`src/rtl/dfd_trace_sink.sv`:
```
// dfd_trace_sink: pulls trace words, places them in a circular stream of frames,
// and hands address/data pairs to the memory write port through a 2-entry buffer.
module dfd_trace_sink #(
  parameter int FIFO_WIDTH_IN_BYTES   = 16,
  parameter int FRAME_LENGTH_IN_BYTES = 512,
  parameter int MAX_STREAM_DEPTH      = 16,
  parameter int ADDR_WIDTH            = 40
) (
  input  logic                                 clock,
  input  logic                                 reset_n,
  input  logic                                 tnif_req_in,
  output logic                                 tnif_data_pull_out,
  input  logic [FIFO_WIDTH_IN_BYTES*8-1:0]     tnif_data_in,
  input  logic                                 trace_enable,
  input  logic                                 clear_ptrs,
  input  logic [ADDR_WIDTH-1:0]                base_addr,
  input  logic [$clog2(MAX_STREAM_DEPTH):0]    stream_depth,
  output logic                                 mem_wr_valid,
  input  logic                                 mem_wr_ready,
  output logic [ADDR_WIDTH-1:0]                mem_wr_addr,
  output logic [FIFO_WIDTH_IN_BYTES*8-1:0]     mem_wr_data,
  output logic                                 frame_done,
  output logic                                 stream_wrap,
  output logic                                 stream_wrapped,
  output logic [$clog2(MAX_STREAM_DEPTH)-1:0]  frame_idx,
  output logic                                 sink_idle
);
  localparam int DW    = FIFO_WIDTH_IN_BYTES * 8;
  localparam int BEATS = FRAME_LENGTH_IN_BYTES / FIFO_WIDTH_IN_BYTES;
  localparam int BW    = $clog2(BEATS);
  localparam int FW    = $clog2(MAX_STREAM_DEPTH);
  localparam int SW    = FW + 1;

  logic [BW-1:0]         beat_q, beat_d;
  logic [FW-1:0]         frame_q, frame_d;
  logic                  wrapped_q, wrapped_d, done_q, done_d, wrap_q, wrap_d;
  logic [1:0]            cnt_q, cnt_d;
  logic                  rd_q, rd_d, wr_q, wr_d;
  logic [ADDR_WIDTH-1:0] addr_q [2];
  logic [DW-1:0]         data_q [2];
  logic [SW-1:0]         depth;
  logic [ADDR_WIDTH-1:0] push_addr;
  logic                  last_beat, last_frame, pull, pop;

  // depth is clamped to [1, MAX] so frame_idx never overflows its counter silently;
  // last_frame uses >= so a shrunk depth still wraps at the next frame boundary.
  always_comb begin
    depth      = stream_depth == '0 ? SW'(1)
               : stream_depth > SW'(MAX_STREAM_DEPTH) ? SW'(MAX_STREAM_DEPTH) : stream_depth;
    last_beat  = beat_q == BW'(BEATS - 1);
    last_frame = {1'b0, frame_q} >= depth - SW'(1);
    pull       = tnif_req_in & trace_enable & (cnt_q < 2'd2) & ~clear_ptrs;
    pop        = (cnt_q != 2'd0) & mem_wr_ready;
    push_addr  = base_addr + ADDR_WIDTH'(frame_q) * ADDR_WIDTH'(FRAME_LENGTH_IN_BYTES)
               + ADDR_WIDTH'(beat_q) * ADDR_WIDTH'(FIFO_WIDTH_IN_BYTES);
    beat_d     = clear_ptrs ? '0 : pull ? (last_beat ? '0 : beat_q + BW'(1)) : beat_q;
    frame_d    = clear_ptrs ? '0 : (pull & last_beat) ? (last_frame ? '0 : frame_q + FW'(1)) : frame_q;
    done_d     = pull & last_beat;
    wrap_d     = pull & last_beat & last_frame;
    wrapped_d  = ~clear_ptrs & (wrapped_q | wrap_d);
    cnt_d      = cnt_q + {1'b0, pull} - {1'b0, pop};
    rd_d       = rd_q ^ pop;
    wr_d       = wr_q ^ pull;
  end

  always_ff @(posedge clock or negedge reset_n) begin
    if (!reset_n) begin
      beat_q    <= '0;
      frame_q   <= '0;
      wrapped_q <= 1'b0;
      done_q    <= 1'b0;
      wrap_q    <= 1'b0;
      cnt_q     <= '0;
      rd_q      <= 1'b0;
      wr_q      <= 1'b0;
      addr_q[0] <= '0;
      addr_q[1] <= '0;
      data_q[0] <= '0;
      data_q[1] <= '0;
    end else begin
      beat_q    <= beat_d;
      frame_q   <= frame_d;
      wrapped_q <= wrapped_d;
      done_q    <= done_d;
      wrap_q    <= wrap_d;
      cnt_q     <= cnt_d;
      rd_q      <= rd_d;
      wr_q      <= wr_d;
      if (pull) begin
        addr_q[wr_q] <= push_addr;
        data_q[wr_q] <= tnif_data_in;
      end
    end
  end

  assign tnif_data_pull_out = pull;
  assign mem_wr_valid       = cnt_q != 2'd0;
  assign mem_wr_addr        = addr_q[rd_q];
  assign mem_wr_data        = data_q[rd_q];
  assign frame_done         = done_q;
  assign stream_wrap        = wrap_q;
  assign stream_wrapped     = wrapped_q;
  assign frame_idx          = frame_q;
  assign sink_idle          = ~tnif_req_in & (cnt_q == 2'd0);
endmodule

```
`config.mk`:
```
export PLATFORM = sky130hd
export DESIGN_NAME = dfd_trace_sink
export DESIGN_NICKNAME = d
export VERILOG_FILES = /design/src/rtl/dfd_trace_sink.sv
export SDC_FILE = /design/constraint.sdc
export NUM_CORES = 1
export LEC_CHECK = 0
export CORE_AREA = 2 2 186 370
export CTS_CLUSTER_SIZE = 8
export DETAILED_ROUTE_END_ITERATION = 10
export DIE_AREA = 0 0 188 372
export GPL_ROUTABILITY_DRIVEN = 0
export SLEW_MARGIN = 30
export SYNTH_ARGS = -nofsm -noshare
export SYNTH_HDL_FRONTEND = slang
export SYNTH_SLANG_ARGS = --single-unit
```
`constraint.sdc`:
```
create_clock -name clock -period 6.3 [get_ports clock]
set_clock_uncertainty 0.2 [all_clocks]
set_input_delay 1.575 -clock clock [delete_from_list [all_inputs] [get_ports clock]]
set_output_delay 1.575 -clock clock [all_outputs]
set_load 0.1 [all_outputs]
```
==> results by group <==
Timing
  • Least setup slack across all paths after layout: 1370 ps
  • Maximum clock frequency: 203 MHz
  • Max-slew headroom: 0.300
  • Setup repair after global routing missed its margin: false
  • Count of final max-slew check failures: 0
  • Setup TNS: 0 ps
  • Final critical delay including setup and external delays: 4930 ps
  • Transition time of the tightest slew-check pin: 1050 ps
  • Final hold violation count: 0
  • Total of endpoints with negative setup slack in the final report: 0
  • Final worst-path cycle share: 0.783
  • Worst hold slack across all endpoints: 277 ps

Cells and area
  • Number of non-filler instances in the completed layout: 2511
  • Layout cells sized above 1: 0.358
  • Number of antenna cells inserted: 0
  • Area overhead of the layout relative to synthesis: 34.7%
  • Net total in the final layout: 1815
  • Highest-count cells in the layout ignoring fill and taps: 448 x sky130_fd_sc_hd__mux2_2, 351 x sky130_fd_sc_hd__dfrtp_1, 315 x sky130_fd_sc_hd__clkdlybuf4s50_1, 50 x sky130_fd_sc_hd__clkbuf_16, 44 x sky130_fd_sc_hd__nor2_1
  • Most common cell after layout, fill and taps aside: sky130_fd_sc_hd__mux2_2

GRT
  • GRT Overall Usage: 0.131
  • Maximum number of pins on one net before global-route repair: 151
  • Number of global-route vias before repair: 12218
  • Gr ovfl total: 0
  • Global-route wire length before repair: 72300 µm
  • Number of antenna violations at the first check in global routing: 8

Clocking
  • Clock transition at path regs: 60 ps
  • Gates resized, CTS repair: 0
  • Hold bufs inserted after CTS: 0
  • Number of buffers inserted during clock tree synthesis: 50
  • Clock latency at the later pin of the worst-skew pair: 590 ps
  • Post-CTS Setup Bufs: 0
  • TritonCTS sink count: 352
  • Clock tree from TritonCTS: yes
  • CTS H-Tree Depth: 2
  • CTS max path bufs: 3
  • Root buffer cell: sky130_fd_sc_hd__clkbuf_16

Placement
  • Number of port buffers: 356
  • Estimated wirelength of the detail-placed design: 30200 µm
  • Number of placed instances, taps included: 2451
  • Setup Slack @ Placement: 1340 ps

Yosys
  • Proportion of register bits with asynchronous set or reset after synthesis: 1.00
  • Primary FF master, synth: sky130_fd_sc_hd__dfrtp_1
  • Synth warnings: 0
  • Post-synth net total: 1468
  • #FFs+latches synth: 352
  • Post-synthesis cell type count: 54
  • Sequential area share after synthesis: 0.529
  • Synthesized area per cell: 13.1 µm²
  • Number of instances in the synthesized netlist: 1267
  • Number of synthesized flops with an enable pin: 0
  • Netlist Area Pre-Place: 16600 µm²

Floorplanning
  • Total I/O pin count: 357
  • Die height: 372 µm
  • Initial Utilization: 0.247
  • Die Area: 69900 µm²
  • Placeable core region: 67400 µm²
  • Die X-Extent: 188 µm
  • Number of placement rows: 135

Worst setup path
  • Crit path cell chain: buf_4 -> mux2_2 -> clkdlybuf4s50_1
  • Delay of the slowest critical-path stage: 1150 ps
  • Signal arrival time at the worst endpoint: 3160 ps
  • Critical path launch point type: flop
  • Type of the worst setup path: flop to primary output
  • Depth of the most critical reg-to-reg path: 7
  • Data required time at the worst endpoint: 4530 ps
  • Worst-path cell with the longest stage delay: sky130_fd_sc_hd__clkdlybuf4s50_1
  • Type of element capturing the critical path: primary output
  • CP bufs+invs: 2
  • Top cell family by delay on the critical path: buffers and inverters
  • Crit path depth: 3
  • Biggest fanout along the worst timing path: 28

Drt
  • Vias/cell: 4.59
  • Final antenna-violating net count: 0
  • Routed wire per std cell: 18.2 µm
  • Routed vias: 11520
  • Number of detailed-route iterations in the first pass: 5
  • Initial detailed-routing violation count: 478
  • Final routed wirelength across all metal layers: 45600 µm
  • DRC violation count after routing: 0

Run status
  • Status: completed

Min path
  • Worst Hold Depth: 2
  • Worst min-delay path category: flop to flop

Job
  • Max capacitance violation total: 0
==> Yosys cell counts (4+ instances only) <==
master | n | share of area
sky130_fd_sc_hd__mux2_2 | 448 | 0.30
sky130_fd_sc_hd__dfrtp_1 | 352 | 0.53
sky130_fd_sc_hd__clkbuf_1 | 68 | 0.015
sky130_fd_sc_hd__nor2_1 | 44 | 0.0099
sky130_fd_sc_hd__a31oi_1 | 38 | 0.014
sky130_fd_sc_hd__nand2_1 | 35 | 0.0079
sky130_fd_sc_hd__nand3_1 | 33 | 0.0099
sky130_fd_sc_hd__inv_1 | 22 | 0.0050
sky130_fd_sc_hd__ha_1 | 21 | 0.016
sky130_fd_sc_hd__o21ai_0 | 20 | 0.0060
sky130_fd_sc_hd__or4_1 | 20 | 0.0090
sky130_fd_sc_hd__a21oi_1 | 15 | 0.0045
sky130_fd_sc_hd__and3_1 | 14 | 0.0053
sky130_fd_sc_hd__o311ai_0 | 14 | 0.0074
sky130_fd_sc_hd__or3_1 | 14 | 0.0053
sky130_fd_sc_hd__nand2b_1 | 10 | 0.0038
sky130_fd_sc_hd__o31ai_1 | 9 | 0.0041
sky130_fd_sc_hd__xnor2_1 | 8 | 0.0042
sky130_fd_sc_hd__and2_1 | 5 | 0.0019
sky130_fd_sc_hd__clkbuf_8 | 5 | 0.0041
sky130_fd_sc_hd__nand4_1 | 5 | 0.0019
sky130_fd_sc_hd__nor2b_1 | 5 | 0.0019
sky130_fd_sc_hd__nor3_1 | 5 | 0.0015
sky130_fd_sc_hd__and3_2 | 4 | 0.0018
sky130_fd_sc_hd__nor4_1 | 4 | 0.0015
sky130_fd_sc_hd__or3_2 | 4 | 0.0018
==> routing by layer <==
metal	global-route usage	part of all wire	up-vias
li1	-	-	5313
met1	0.165	0.42	5625
met2	0.190	0.41	484
met3	0.0733	0.14	82
met4	0.0366	0.024	16
met5	0	0.0020	-
==> kinds of logic after synthesis <==
logic type	Yosys count	share of synthesized area
adder cells (fa/ha/maj)	22	0.0170
multiplexers	451	0.305
flip-flops	352	0.529
buffers and inverters	100	0.0263
AND/OR/NAND/NOR	214	0.0700
XOR/XNOR	11	0.00579
AO/OA/AOI/OAI	117	0.0466
==> worst min-delay path, cell delays in order, from the launching register on <==
cell and delay, ps:
sky130_fd_sc_hd__dfrtp_1 340, sky130_fd_sc_hd__nand2_1 40, sky130_fd_sc_hd__o21ai_0 60
==> path summary, 6_finish.rpt <==
| kind | from | slack, ps | endpoint |
|---|---|---|---|
| max | rd_q | 1370 | mem_wr_data[6] |
| max reg2reg | cnt_q[1] | 3070 | addr_q[76] |
| min reg2reg | addr_q[45] | 280 | addr_q[45] |
| max in group asynchronous | reset_n | 4090 | data_q[117] |
| min | addr_q[45] | 280 | addr_q[45] |
| min in group asynchronous | reset_n | 670 | data_q[133] |
==> layout make-up <==
cell class,count,area (µm²)
Timing Repair Buffer,373,3620
Clock buffer,55,1280
Inverter,22,82.6
Tap cell,890,1110
Fill cell,6673,45000
Multi-Input combinational cell,815,7440
Sequential cell,352,8810
Clock inverter,4,63.8
==> registers in the layout, indices dropped and copies added (netlist names) <==
register and flops:
addr_q 80, beat_q 5, cnt_q 2, data_q 256, frame_done 1, frame_idx 4, rd_q 1, stream_wrap 1
stream_wrapped 1, wr_q 1
==> through the flow <==
stage | cell area, µm² | utilization
floorplan | 16600 | -
global placement | 21200 | 0.315
detailed placement | 21100 | 0.313
CTS | 22500 | 0.333
global route | 22400 | 0.332
finish | 22400 | 0.332
Power is not shown: default switching activity piles up to over one toggle a cycle in this logic, so the estimate is an artifact.
